$ cat src/rtl/mmio_display_pkg.sv
// mmio_display shared constants: register offsets, CTRL bits, blank glyph.
// MMIO_DISPLAY_HEX_EN selects hex-decoded 16-bit DIGITS over raw 32-bit segments.
package mmio_display_pkg;

  localparam logic [3:0] OFF_LED    = 4'h0;
  localparam logic [3:0] OFF_DIGITS = 4'h4;
  localparam logic [3:0] OFF_CTRL   = 4'h8;
  localparam logic [3:0] OFF_STATUS = 4'hC;

  localparam int CTRL_EN  = 0;
  localparam int CTRL_BLZ = 1;
  localparam logic [1:0] CTRL_RST = 2'b01;

  localparam logic [6:0] SEG_BLANK = 7'h7F;

`ifdef MMIO_DISPLAY_HEX_EN
  localparam int DIG_W = 16;
  localparam logic [DIG_W-1:0] DIG_RST = '0;
`else
  localparam int DIG_W = 32;
  localparam logic [DIG_W-1:0] DIG_RST = '1;
`endif

endpackage

$ cat src/rtl/mmio_display_hex7seg.sv
// Nibble to active-low seven-segment glyph, bit order {g,f,e,d,c,b,a}.
// Used by mmio_display only when MMIO_DISPLAY_HEX_EN is defined.
module hex7seg (
  input  logic [3:0] nib_i,
  output logic [6:0] seg_o
);

  // glyph lookup
  always_comb begin
    seg_o = 7'h7F;
    case (nib_i)
      4'h0: seg_o = 7'h40;
      4'h1: seg_o = 7'h79;
      4'h2: seg_o = 7'h24;
      4'h3: seg_o = 7'h30;
      4'h4: seg_o = 7'h19;
      4'h5: seg_o = 7'h12;
      4'h6: seg_o = 7'h02;
      4'h7: seg_o = 7'h78;
      4'h8: seg_o = 7'h00;
      4'h9: seg_o = 7'h10;
      4'hA: seg_o = 7'h08;
      4'hB: seg_o = 7'h03;
      4'hC: seg_o = 7'h46;
      4'hD: seg_o = 7'h21;
      4'hE: seg_o = 7'h06;
      default: seg_o = 7'h0E;
    endcase
  end

endmodule

$ cat src/rtl/mmio_display.sv
// Memory-mapped LED + 4-digit multiplexed seven-segment controller.
// MMIO_DISPLAY_HEX_EN: hex-decoded nibbles; otherwise raw segment bytes.
module mmio_display
  import mmio_display_pkg::*;
#(
  parameter logic [31:0] BASE_ADDR = 32'h4000_0010,
  parameter int unsigned SCAN_DIV  = 50000
) (
  input  logic        clk,
  input  logic        reset,
  input  logic [31:0] addr,
  input  logic        wr_en,
  input  logic        rd_en,
  input  logic [31:0] wr_data,
  output logic [31:0] rd_data,
  output logic        sel,
  output logic [7:0]  led,
  output logic [6:0]  seg,
  output logic [3:0]  ano
);

  localparam logic [19:0] DIV_LAST = 20'(SCAN_DIV - 1);

  logic [7:0]       led_q;
  logic [DIG_W-1:0] digits_q;
  logic [1:0]       ctrl_q;
  logic [19:0]      div_q, div_d;
  logic [1:0]       idx_q, idx_d;
  logic [15:0]      frame_q, frame_d;
  logic [DIG_W-1:0] shadow_q, shadow_d;
  logic [6:0]       seg_q, seg_d;
  logic [3:0]       ano_q, ano_d;

  logic [3:0] off;
  logic       en, blz, blank;
  logic [6:0] glyph;
  logic [3:0] empty, lead;
  logic       unused_ok;

  assign sel = (addr[31:4] == BASE_ADDR[31:4]);
  assign off = {addr[3:2], 2'b00};
  assign en  = ctrl_q[CTRL_EN];
  assign blz = ctrl_q[CTRL_BLZ];
  assign led = led_q;
  assign seg = seg_q;
  assign ano = ano_q;
  assign unused_ok = ^{addr[1:0], wr_data};

`ifdef MMIO_DISPLAY_HEX_EN
  logic [3:0] nib;
  assign nib = shadow_q[{idx_q, 2'b00} +: 4];
  hex7seg u_dec (
    .nib_i (nib),
    .seg_o (glyph)
  );
  // a digit is empty when its nibble is zero
  always_comb begin
    empty = '0;
    for (int i = 0; i < 4; i++)
      empty[i] = (shadow_q[4*i +: 4] == 4'h0);
  end
`else
  assign glyph = shadow_q[{idx_q, 3'b000} +: 7];
  // a digit is empty when all its segments are off
  always_comb begin
    empty = '0;
    for (int i = 0; i < 4; i++)
      empty[i] = (shadow_q[8*i +: 8] == 8'hFF);
  end
`endif

  // leading-empty run from the top digit down; digit 0 never blanks
  always_comb begin
    lead    = '0;
    lead[3] = empty[3];
    lead[2] = empty[2] & lead[3];
    lead[1] = empty[1] & lead[2];
    blank   = blz & lead[idx_q];
  end

  // CPU register writes
  always_ff @(posedge clk or posedge reset) begin
    if (reset) begin
      led_q    <= '0;
      digits_q <= DIG_RST;
      ctrl_q   <= CTRL_RST;
    end else if (wr_en && sel) begin
      case (off)
        OFF_LED:    led_q    <= wr_data[7:0];
        OFF_DIGITS: digits_q <= wr_data[DIG_W-1:0];
        OFF_CTRL:   ctrl_q   <= wr_data[1:0];
        default:    ;
      endcase
    end
  end

  // combinational read mux for same-cycle MEM return
  always_comb begin
    rd_data = '0;
    if (rd_en && sel) begin
      case (off)
        OFF_LED:    rd_data = {24'h0, led_q};
        OFF_DIGITS: rd_data = 32'(digits_q);
        OFF_CTRL:   rd_data = {30'h0, ctrl_q};
        default:    rd_data = {frame_q, 14'h0, idx_q};
      endcase
    end
  end

  // scan divider, digit index, frame count, anti-tear shadow
  always_comb begin
    div_d    = div_q;
    idx_d    = idx_q;
    frame_d  = frame_q;
    shadow_d = shadow_q;
    if (!en) begin
      div_d    = '0;
      idx_d    = '0;
      frame_d  = '0;
      shadow_d = digits_q;
    end else if (div_q == DIV_LAST) begin
      div_d = '0;
      idx_d = idx_q + 2'd1;
      if (idx_q == 2'd3) begin
        shadow_d = digits_q;
        frame_d  = frame_q + 16'd1;
      end
    end else begin
      div_d = div_q + 20'd1;
    end
  end

  // pin drive for the current digit; blanked digits go fully dark
  always_comb begin
    seg_d = SEG_BLANK;
    ano_d = 4'hF;
    if (en && !blank) begin
      seg_d = glyph;
      ano_d = ~(4'b0001 << idx_q);
    end
  end

  // scan state and registered pins
  always_ff @(posedge clk or posedge reset) begin
    if (reset) begin
      div_q    <= '0;
      idx_q    <= '0;
      frame_q  <= '0;
      shadow_q <= DIG_RST;
      seg_q    <= SEG_BLANK;
      ano_q    <= 4'hF;
    end else begin
      div_q    <= div_d;
      idx_q    <= idx_d;
      frame_q  <= frame_d;
      shadow_q <= shadow_d;
      seg_q    <= seg_d;
      ano_q    <= ano_d;
    end
  end

endmodule

$ cat config.mk
export PLATFORM = sky130hd
export DESIGN_NAME = mmio_display
export DESIGN_NICKNAME = d
export VERILOG_FILES = /design/src/rtl/mmio_display_pkg.sv /design/src/rtl/mmio_display_hex7seg.sv /design/src/rtl/mmio_display.sv
export SDC_FILE = /design/constraint.sdc
export NUM_CORES = 1
export LEC_CHECK = 0
export CAP_MARGIN = 20
export CORE_MARGIN = 2
export CORE_UTILIZATION = 35
export CTS_CLUSTER_SIZE = 24
export DETAILED_ROUTE_END_ITERATION = 8
export DONT_BUFFER_PORTS = 1
export GPL_TIMING_DRIVEN = 0
export PLACE_DENSITY = 0.57
export RECOVER_POWER = 100
export REMOVE_ABC_BUFFERS = 1
export SLEW_MARGIN = 20
export SYNTH_ARGS = -nofsm -noshare
export SYNTH_HDL_FRONTEND = slang
export SYNTH_SLANG_ARGS = --single-unit
$ cat constraint.sdc
create_clock -name clk -period 3.6 [get_ports clk]
set_input_delay 0.72 -clock clk [delete_from_list [all_inputs] [get_ports clk]]
set_output_delay 0.72 -clock clk [all_outputs]
set_load 0.02 [all_outputs]
==> impl_metrics.tcl, run 1 <==
set metrics [dict create \
    period_share_pct 90.0 \
    skew_ps 7.43 \
    io_buffers 0 \
    cts_tree "yes" \
    status "complete, but fails checks" \
    htreeDepth 4 \
    drive_gt1_share_pct 31.5 \
    drc 0 \
    cts.clk_slew.worst_paths_ps 60 \
    yosys-top-cells-area "dfstp_2, dfrtp_1, mux2_2" \
    synthAdderAreaFrac_pct 1.24 \
    yosys_warnings 0 \
    synth_cell_types 48 \
    dpl_worst_slack_ps 11.7 \
    final_hold_viol_count 0 \
    final.setup.worst_slack_ps 360 \
    layout_commonest_cell "dfstp_2" \
    finalSetupTns_ps 0 \
    postSynthRegisterBits 122 \
    antenna_found_initial 0 \
    leakagePower_uw 0.00281 \
    cts_max_path_buffers 2 \
    vias_per_cell 5.17 \
    insertion_delay_ps 410 \
    synthMuxAreaShare_pct 21.5 \
    rows 48 \
    vias 3736 \
    critPathCaptureType "flop" \
    synth.avg_cell_area_um2 12.4 \
    rsz0062_at_grt "false" \
    synth_area_um2 6040 \
    gp_congestion 0.794 \
    synthesis.instances 485 \
    synth_top_family_by_area "multiplexers" \
    cts_sinks 122 \
    diodes 0 \
    synth_area_leader_cell "dfstp_2" \
    grt_max_degree 82 \
    initial_core_util_pct 35.4 \
    place_hpwl_um 9820 \
    grt_first_pass_wirelength_um 21600 \
    die-area_um2 18300 \
    fin_util_pct 40.2 \
    track_usage_pct 15.7 \
    cap_violations 1 \
    tightest_slew_ps 1880 \
    setup_viol 0 \
    worst_ep_arrival_time_ps 3570 \
    ir_drop_mv 0.367 \
    drv_slew 42 \
    gr-total-overflow 0 \
    drtIter0Drc 248 \
    required_ps 3940 \
    whs_ps 438 \
    synthToLayoutAreaGrowth_pct 13.6 \
    yosysSeqAreaShare_pct 52.1 \
    fp.coreArea_um2 17100 \
    timing_worst_setup_path_type "in -> reg" \
    synth_xor_area_share_pct 4.35 \
    clockRootBuffer "clkbuf_16" \
    synth_async_sr_flop_share_pct 100 \
    grt_pass1_vias 3918 \
    hp-class "in -> reg" \
    startpoint_type "primary input" \
    routedWlPerCell_um 18.8 \
    ys.flop_type "dfstp_2" \
    detail-route-antenna-nets 0 \
    failed_checks "capacitance limit, slew limit" \
    power.density_nw_per_um2 466 \
    fp.dieH_um 135 \
    period_needed_ps 3240 \
    final_cell_mix "dfstp_2, nor2_1, dfrtp_1" \
    crit_fanout 21 \
    numCtsBuffers 17 \
    io_pins 120 \
    fmax_mhz 309 \
    cts_setup_buffers 0 \
    fin_nets 559 \
    synth_top_area_share_pct 32.6 \
    synth_edf_count 0 \
    first_pass_iters 4 \
    routed_wl_um 13600 \
    yosys.area_share.simple_pct 17.3 \
    fp.dieW_um 135 \
    relSlewSlack_pct -26.3 \
    synth-compound-area-share_pct 0.725 \
]
state kept, by name (all words and copies together), names as in the netlist:
signal and flops:
seg 7, div_q 20, shadow_q 31, idx_q 2, led 8, digits_q 32
frame_q 16, ctrl_q 2, ano 4
power by group:
| group | switching [uW] | leakage (uW) | internal [uW] |
|---|---|---|---|
| Clock | 603 | 0.000300 | 1180 |
| Combinational | 26.3 | 0.00109 | 11.7 |
| Sequential | 0.0000352 | 0.00142 | 1380 |
synthesized netlist by cell type (all sizes together) (3+ instances only):
cell and instances:
and2 21, and3 13, buf 14, clkbuf 8, dfrtp 47, dfstp 75
ha 6, inv 10, mux2 73, mux2i 27, mux4 9, nand2 18
nand2b 12, nand3 13, nand4 12, nor2 51, nor2b 3, nor3 10
nor4 9, nor4b 6, xnor2 13, xor2 17
repair_timing:
| action | in CTS | in global routing |
|---|---|---|
| resized for setup | 0 | 3 |
| hold buffers | 0 | 0 |
| endpoints found under the setup margin | 0 | 16 |
metal layers:
metal	routed length [um]	GRT usage, %	vias up
li1	-	-	1712
met1	5900	19.7	1906
met2	6740	26.2	106
met3	764	4.83	12
met4	153	4.69	0
met5	0	0	-
path summary, 6_finish.rpt:
path                             startpoint            to  slack (ps)  cells past startpoint
worst max-delay path                addr[5]  digits_q[12]         360                      6
worst min-delay path            wr_data[17]  digits_q[17]         440                      1
worst max register to register     div_q[0]   shadow_q[6]         570                      6
worst min register to register     div_q[0]      div_q[0]         480                      1
max in group asynchronous             reset   digits_q[6]        1860                      2
min in group asynchronous             reset      div_q[1]         670                      1
logic make-up (layout without fill, tap and decap cells):
| family | Yosys count | in the layout |
|---|---|---|
| buffers and inverters | 32 | 45 |
| xor gates and xnor gates | 30 | 30 |
| muxes | 109 | 109 |
| and+or+nand+nor | 180 | 180 |
| adders and majority gates | 6 | 6 |
| AOI/OAI and AO/OA | 6 | 6 |
| DFF | 122 | 122 |
critical path: stages:
cell and delay, ps:
nor4b_1 270, nand4_1 220, nor2_4 330, and3_1 610
dlymetal6s4s_1 1010, mux2_1 400
final cells by class:
type / count / area [um2]
Fill cell: 1621 / 10200
Clock buffer: 22 / 495
Clock inverter: 10 / 136
Tap cell: 225 / 282
Inverter: 10 / 38.8
Sequential cell: 122 / 3150
Timing Repair Buffer: 3 / 67.6
Multi-Input combinational cell: 331 / 2690
metrics by stage:
stage | std cells | power [uW] | cell area, um2
2_1_floorplan | 463 | 1430 | 5900
3_3_place_gp | 688 | 1430 | 6190
3_5_place_dp | 691 | 1440 | 6280
4_1_cts | 723 | 3230 | 6910
5_1_grt | 723 | 3310 | 6860
6_report | 723 | 3200 | 6860
(Power assumes the default switching activity.)
==> inputs of run 2 (changes only) <==
--- a/config.mk
+++ b/config.mk
@@ -6,15 +6,14 @@
 export NUM_CORES = 1
 export LEC_CHECK = 0
 export CAP_MARGIN = 20
-export CORE_MARGIN = 2
 export CORE_UTILIZATION = 35
-export CTS_CLUSTER_SIZE = 24
 export DETAILED_ROUTE_END_ITERATION = 8
 export DONT_BUFFER_PORTS = 1
 export GPL_TIMING_DRIVEN = 0
 export PLACE_DENSITY = 0.57
 export RECOVER_POWER = 100
 export REMOVE_ABC_BUFFERS = 1
+export SKIP_CTS_REPAIR_TIMING = 1
 export SLEW_MARGIN = 20
 export SYNTH_ARGS = -nofsm -noshare
 export SYNTH_HDL_FRONTEND = slang
==> impl_metrics.tcl, run 2 (same netlist as run 1, synthesis figures left out) <==
set metrics [dict create \
    status "complete, but fails checks" \
    failed_checks "capacitance limit, slew limit" \
    gp_congestion 0.795 \
    vias_per_cell 5.24 \
    fp.coreArea_um2 16700 \
    ff_latch_area_um2 3150 \
    final_hold_viol_count 0 \
    period_share_pct 97.5 \
    leakagePower_uw 0.00277 \
    grt_first_pass_wirelength_um 21800 \
    skew_ps 10.8 \
    synthToLayoutAreaGrowth_pct 12.2 \
    first_pass_iters 4 \
    initial_core_util_pct 36.1 \
    final_cell_mix "dfstp_2, nor2_1, dfrtp_1" \
    rsz0062_at_grt "true" \
    io_buffers 0 \
    timing_worst_setup_path_type "in -> out" \
    grt_pass1_vias 3918 \
    worstSetupStartpoint "addr[13]" \
    tightest_slew_ps 1790 \
    ir_drop_mv 0.315 \
    detail-route-antenna-nets 0 \
    die-area_um2 17800 \
    fin_util_pct 40.6 \
    required_ps 2880 \
    largest-register "digits_q" \
    p_total_uw 3150 \
    place_hpwl_um 9720 \
    cap_violations 2 \
    period_needed_ps 3510 \
    hp-class "in -> reg" \
    drv_slew 125 \
    largest_reg_flops 32 \
    cts.clk_slew.worst_paths_ps 50 \
    antenna_found_initial 0 \
    drive_gt1_share_pct 31.3 \
    multi_input_comb_area_um2 2690 \
    diodes 0 \
    cts_max_path_buffers 2 \
    power.share.combinational_pct 1.1 \
    startpoint_type "primary input" \
    fp.dieH_um 133 \
    critPathCaptureType "output pin" \
    routed_wl_um 13500 \
    fin_nets 559 \
    switchingPower_uw 610 \
    pwr-share-seq_pct 43.7 \
    track_usage_pct 16.3 \
    intPower_uw 2540 \
    power.density_nw_per_um2 465 \
    vias 3759 \
    drtIter0Drc 168 \
    r2r_start "div_q[0]" \
    insertion_delay_ps 420 \
    layout_commonest_cell "dfstp_2" \
    worstHoldStart "wr_data[17]" \
    nFillCells 1608 \
    io_pins 120 \
    routedWlPerCell_um 18.8 \
    pwr-share-clk_pct 55.2 \
    fp.dieW_um 133 \
    crit_fanout 16 \
    rows 47 \
    grt_max_degree 83 \
    setup_viol 0 \
    clockRootBuffer "clkbuf_16" \
    numCtsBuffers 17 \
    worst_ep_arrival_time_ps 2790 \
    cts_sinks 122 \
    reg_top3 "digits_q (32), shadow_q (31), div_q (20)" \
    relSlewSlack_pct -19.7 \
    drc 0 \
    htreeDepth 4 \
    swShare_pct 19.4 \
    fmax_mhz 285 \
    gr-total-overflow 0 \
    cts_tree "yes" \
]
-- run 2: cell count changes in the layout (fill, tap and decap cells not counted), sizes merged --
cell,change
buf,-1
clkbuf,+4
clkinv,+3
clkinvlp,-4
dlymetal6s4s,-1
inv,-1
-- run 2: layout make-up --
cell class | count | area share (%)
clock buffers | 24 | 7.26
repair buffers | 3 | 0.203
flip-flops and latches | 122 | 46.4
clock inverters | 8 | 1.70
well taps | 220 | 4.06
multi-input cells | 331 | 39.8
inverters | 10 | 0.572
-- run 2: path summary, 6_finish.rpt --
kind / endpoint / slack (ps) / cells after the start
max in group asynchronous: led[6] / 570 / 2
min reg2reg: div_q[0] / 480 / 1
min in group asynchronous: div_q[0] / 630 / 1
max reg2reg: shadow_q[21] / 330 / 6
max: rd_data[17] / 90 / 5
min: digits_q[17] / 430 / 1
-- run 2: power by group through the flow --
stage	registers, uW	clock network [uW]	logic, uW
finish	1380	1740	34.5
global route	1380	1840	40.8
CTS	1380	1780	40.6
detailed placement	1400	0	40.8
global placement	1400	0	35.5
floorplan	1400	0	28.0
-- run 2: routing by layer --
layer | up-vias | track usage [%] | wire, um
met4 | 0 | 5.93 | 199
met3 | 15 | 6.09 | 871
met1 | 1922 | 20.3 | 5740
li1 | 1705 | - | -
met2 | 117 | 26.0 | 6710
met5 | - | 0 | 0
-- run 2: worst max-delay path, cell delays in order --
cell	delay, ps
nor4b_1	300
nand4_1	200
nor2_4	310
nand3_1	570
nor2_1	680
-- run 2: through the flow --
| stage | worst slack, ps | instance area (um2) | std cells | hold slack (ps) | setup TNS, ps |
|---|---|---|---|---|---|
| 2_1_floorplan | -238 | 5900 | 463 | 455 | -11210 |
| 3_3_place_gp | -1550 | 6180 | 683 | 470 | -97140 |
| 3_5_place_dp | 65.7 | 6280 | 686 | 476 | 0 |
| 4_1_cts | 77.0 | 6880 | 718 | 174 | 0 |
| 5_1_grt | -75.3 | 6780 | 718 | 419 | -954 |
| 6_report | 90.7 | 6780 | 718 | 435 | 0 |
==> inputs of run 3 (changes only) <==
--- a/config.mk
+++ b/config.mk
@@ -6,6 +6,7 @@
 export NUM_CORES = 1
 export LEC_CHECK = 0
 export CAP_MARGIN = 20
+export CORE_MARGIN = 5
 export CORE_UTILIZATION = 35
 export DETAILED_ROUTE_END_ITERATION = 8
 export DONT_BUFFER_PORTS = 1
@@ -13,6 +14,7 @@
 export PLACE_DENSITY = 0.57
 export RECOVER_POWER = 100
 export REMOVE_ABC_BUFFERS = 1
+export SETUP_SLACK_MARGIN = 0.3
 export SKIP_CTS_REPAIR_TIMING = 1
 export SLEW_MARGIN = 20
 export SYNTH_ARGS = -nofsm -noshare
==> impl_metrics.tcl, run 3 (same netlist as run 1, synthesis figures left out) <==
set metrics [dict create \
    dpl_worst_slack_ps 100 \
    drive_gt1_share_pct 31.1 \
    cap_violations 1 \
    grt-busiest-layer "met2" \
    synthToLayoutAreaGrowth_pct 12.8 \
    grt_first_pass_wirelength_um 22100 \
    leakagePower_uw 0.00278 \
    largest_reg_flops 32 \
    crit_fanout 18 \
    finalSetupTns_ps 0 \
    place_hpwl_um 9950 \
    routedWlPerCell_um 19.2 \
    worst_path_largest_cell_delay_ps 940 \
    final_cell_mix "dfstp_2, nor2_1, dfrtp_1" \
    largest-register "digits_q" \
    grt_max_degree 77 \
    initial_core_util_pct 35.3 \
    layout_commonest_cell "dfstp_2" \
    drtIter0Drc 192 \
    cts_sinks 122 \
    rsz0062_at_grt "false" \
    cts_tree "yes" \
    grt_pass1_vias 3967 \
    insertion_delay_ps 420 \
    skew_ps 9.48 \
    io_buffers 0 \
    gp_congestion 0.803 \
    fin_nets 559 \
    fp.dieH_um 141 \
    period_share_pct 90.2 \
    slowest_stage "clkbuf_1" \
    cts.clk_slew.worst_paths_ps 60 \
    r2r_setup_slack_ps 620 \
    worst_ep_arrival_time_ps 3600 \
    antenna_found_initial 5 \
    failed_checks "capacitance limit, slew limit" \
    use_met1_pct 17.8 \
    required_ps 3950 \
    timing_worst_setup_path_type "in -> reg" \
    hp-class "in -> reg" \
    io_pins 120 \
    rows 48 \
    reg_top3 "digits_q (32), shadow_q (31), div_q (20)" \
    fmax_mhz 308 \
    track_usage_pct 14.6 \
    routed_wl_um 13900 \
    layoutNonFillerInstCount 724 \
    htreeDepth 4 \
    vias 3716 \
    period_needed_ps 3250 \
    drc 0 \
    clockRootBuffer "clkbuf_16" \
    drv_slew 48 \
    fp.dieW_um 141 \
    final_hold_viol_count 0 \
    p_total_uw 3140 \
    status "complete, but fails checks" \
    cts_max_path_buffers 2 \
    power.density_nw_per_um2 460 \
    nFillCells 1615 \
    gr-total-overflow 0 \
    first_pass_iters 4 \
    numCtsBuffers 17 \
    vias_per_cell 5.13 \
    timing.critical_path.cells "nor4b_1, nand4_1, nor2_4, and3_1, clkbuf_1, mux2_2" \
    die-area_um2 20000 \
    final.setup.worst_slack_ps 352 \
    fp.coreArea_um2 17100 \
    startpoint_type "primary input" \
    whs_ps 428 \
    dp_cells 691 \
    ir_drop_mv 0.373 \
    detail-route-antenna-nets 0 \
    tightest_slew_ps 2020 \
    grtUsageMet3_pct 7.21 \
    critPathCaptureType "flop" \
    relSlewSlack_pct -35.2 \
    setup_viol 0 \
    grt_use_met2_pct 22.5 \
]
[run 3: cell type report]
class                           count  area [um2]  area share, %
Inverter                           10        38.8          0.570
Antenna cell                        1        2.50         0.0368
Timing Repair Buffer                3        38.8          0.570
Clock buffer                       26         520           7.64
Tap cell                          225         282           4.13
Multi-Input combinational cell    331        2700           39.6
Clock inverter                      6        82.6           1.21
Sequential cell                   122        3150           46.2
[run 3: metal layers]
metal,up-vias,share of wire (%)
met1,1864,41
met3,26,8.7
li1,1713,-
met5,-,0.33
met4,8,1.6
met2,105,48
[run 3: worst max-delay path, delay by kind of cell]
family	cells	cell delay [ps]
multiplexers	1	430
buffers and inverters	1	940
AND/OR/NAND/NOR	4	1490
[run 3: where the power goes]
part | switching [uW] | leakage (uW) | internal [uW] | total (uW)
registers | 0.0000353 | 0.00142 | 1380 | 1380
clock network | 595 | 0.000295 | 1130 | 1720
logic | 26.1 | 0.00106 | 9.01 | 35.1
[run 3: per-stage QoR]
stage / area [um2] / util [%]
after floorplan: 5900 / -
final: 6810 / 39.8
after detailed placement: 6280 / 36.7
after global routing: 6810 / 39.8
after CTS: 6890 / 40.2
after global placement: 6190 / 36.1
[run 3: path summary, 6_finish.rpt]
kind                            depth (start not counted)        start           end
min in group asynchronous                               1        reset      div_q[7]
worst min register to register                          1     div_q[0]      div_q[0]
worst min-delay path                                    1  wr_data[17]  digits_q[17]
worst max-delay path                                    6     addr[13]  digits_q[29]
max in group asynchronous                               2        reset        led[5]
worst max register to register                          6     div_q[0]   shadow_q[3]
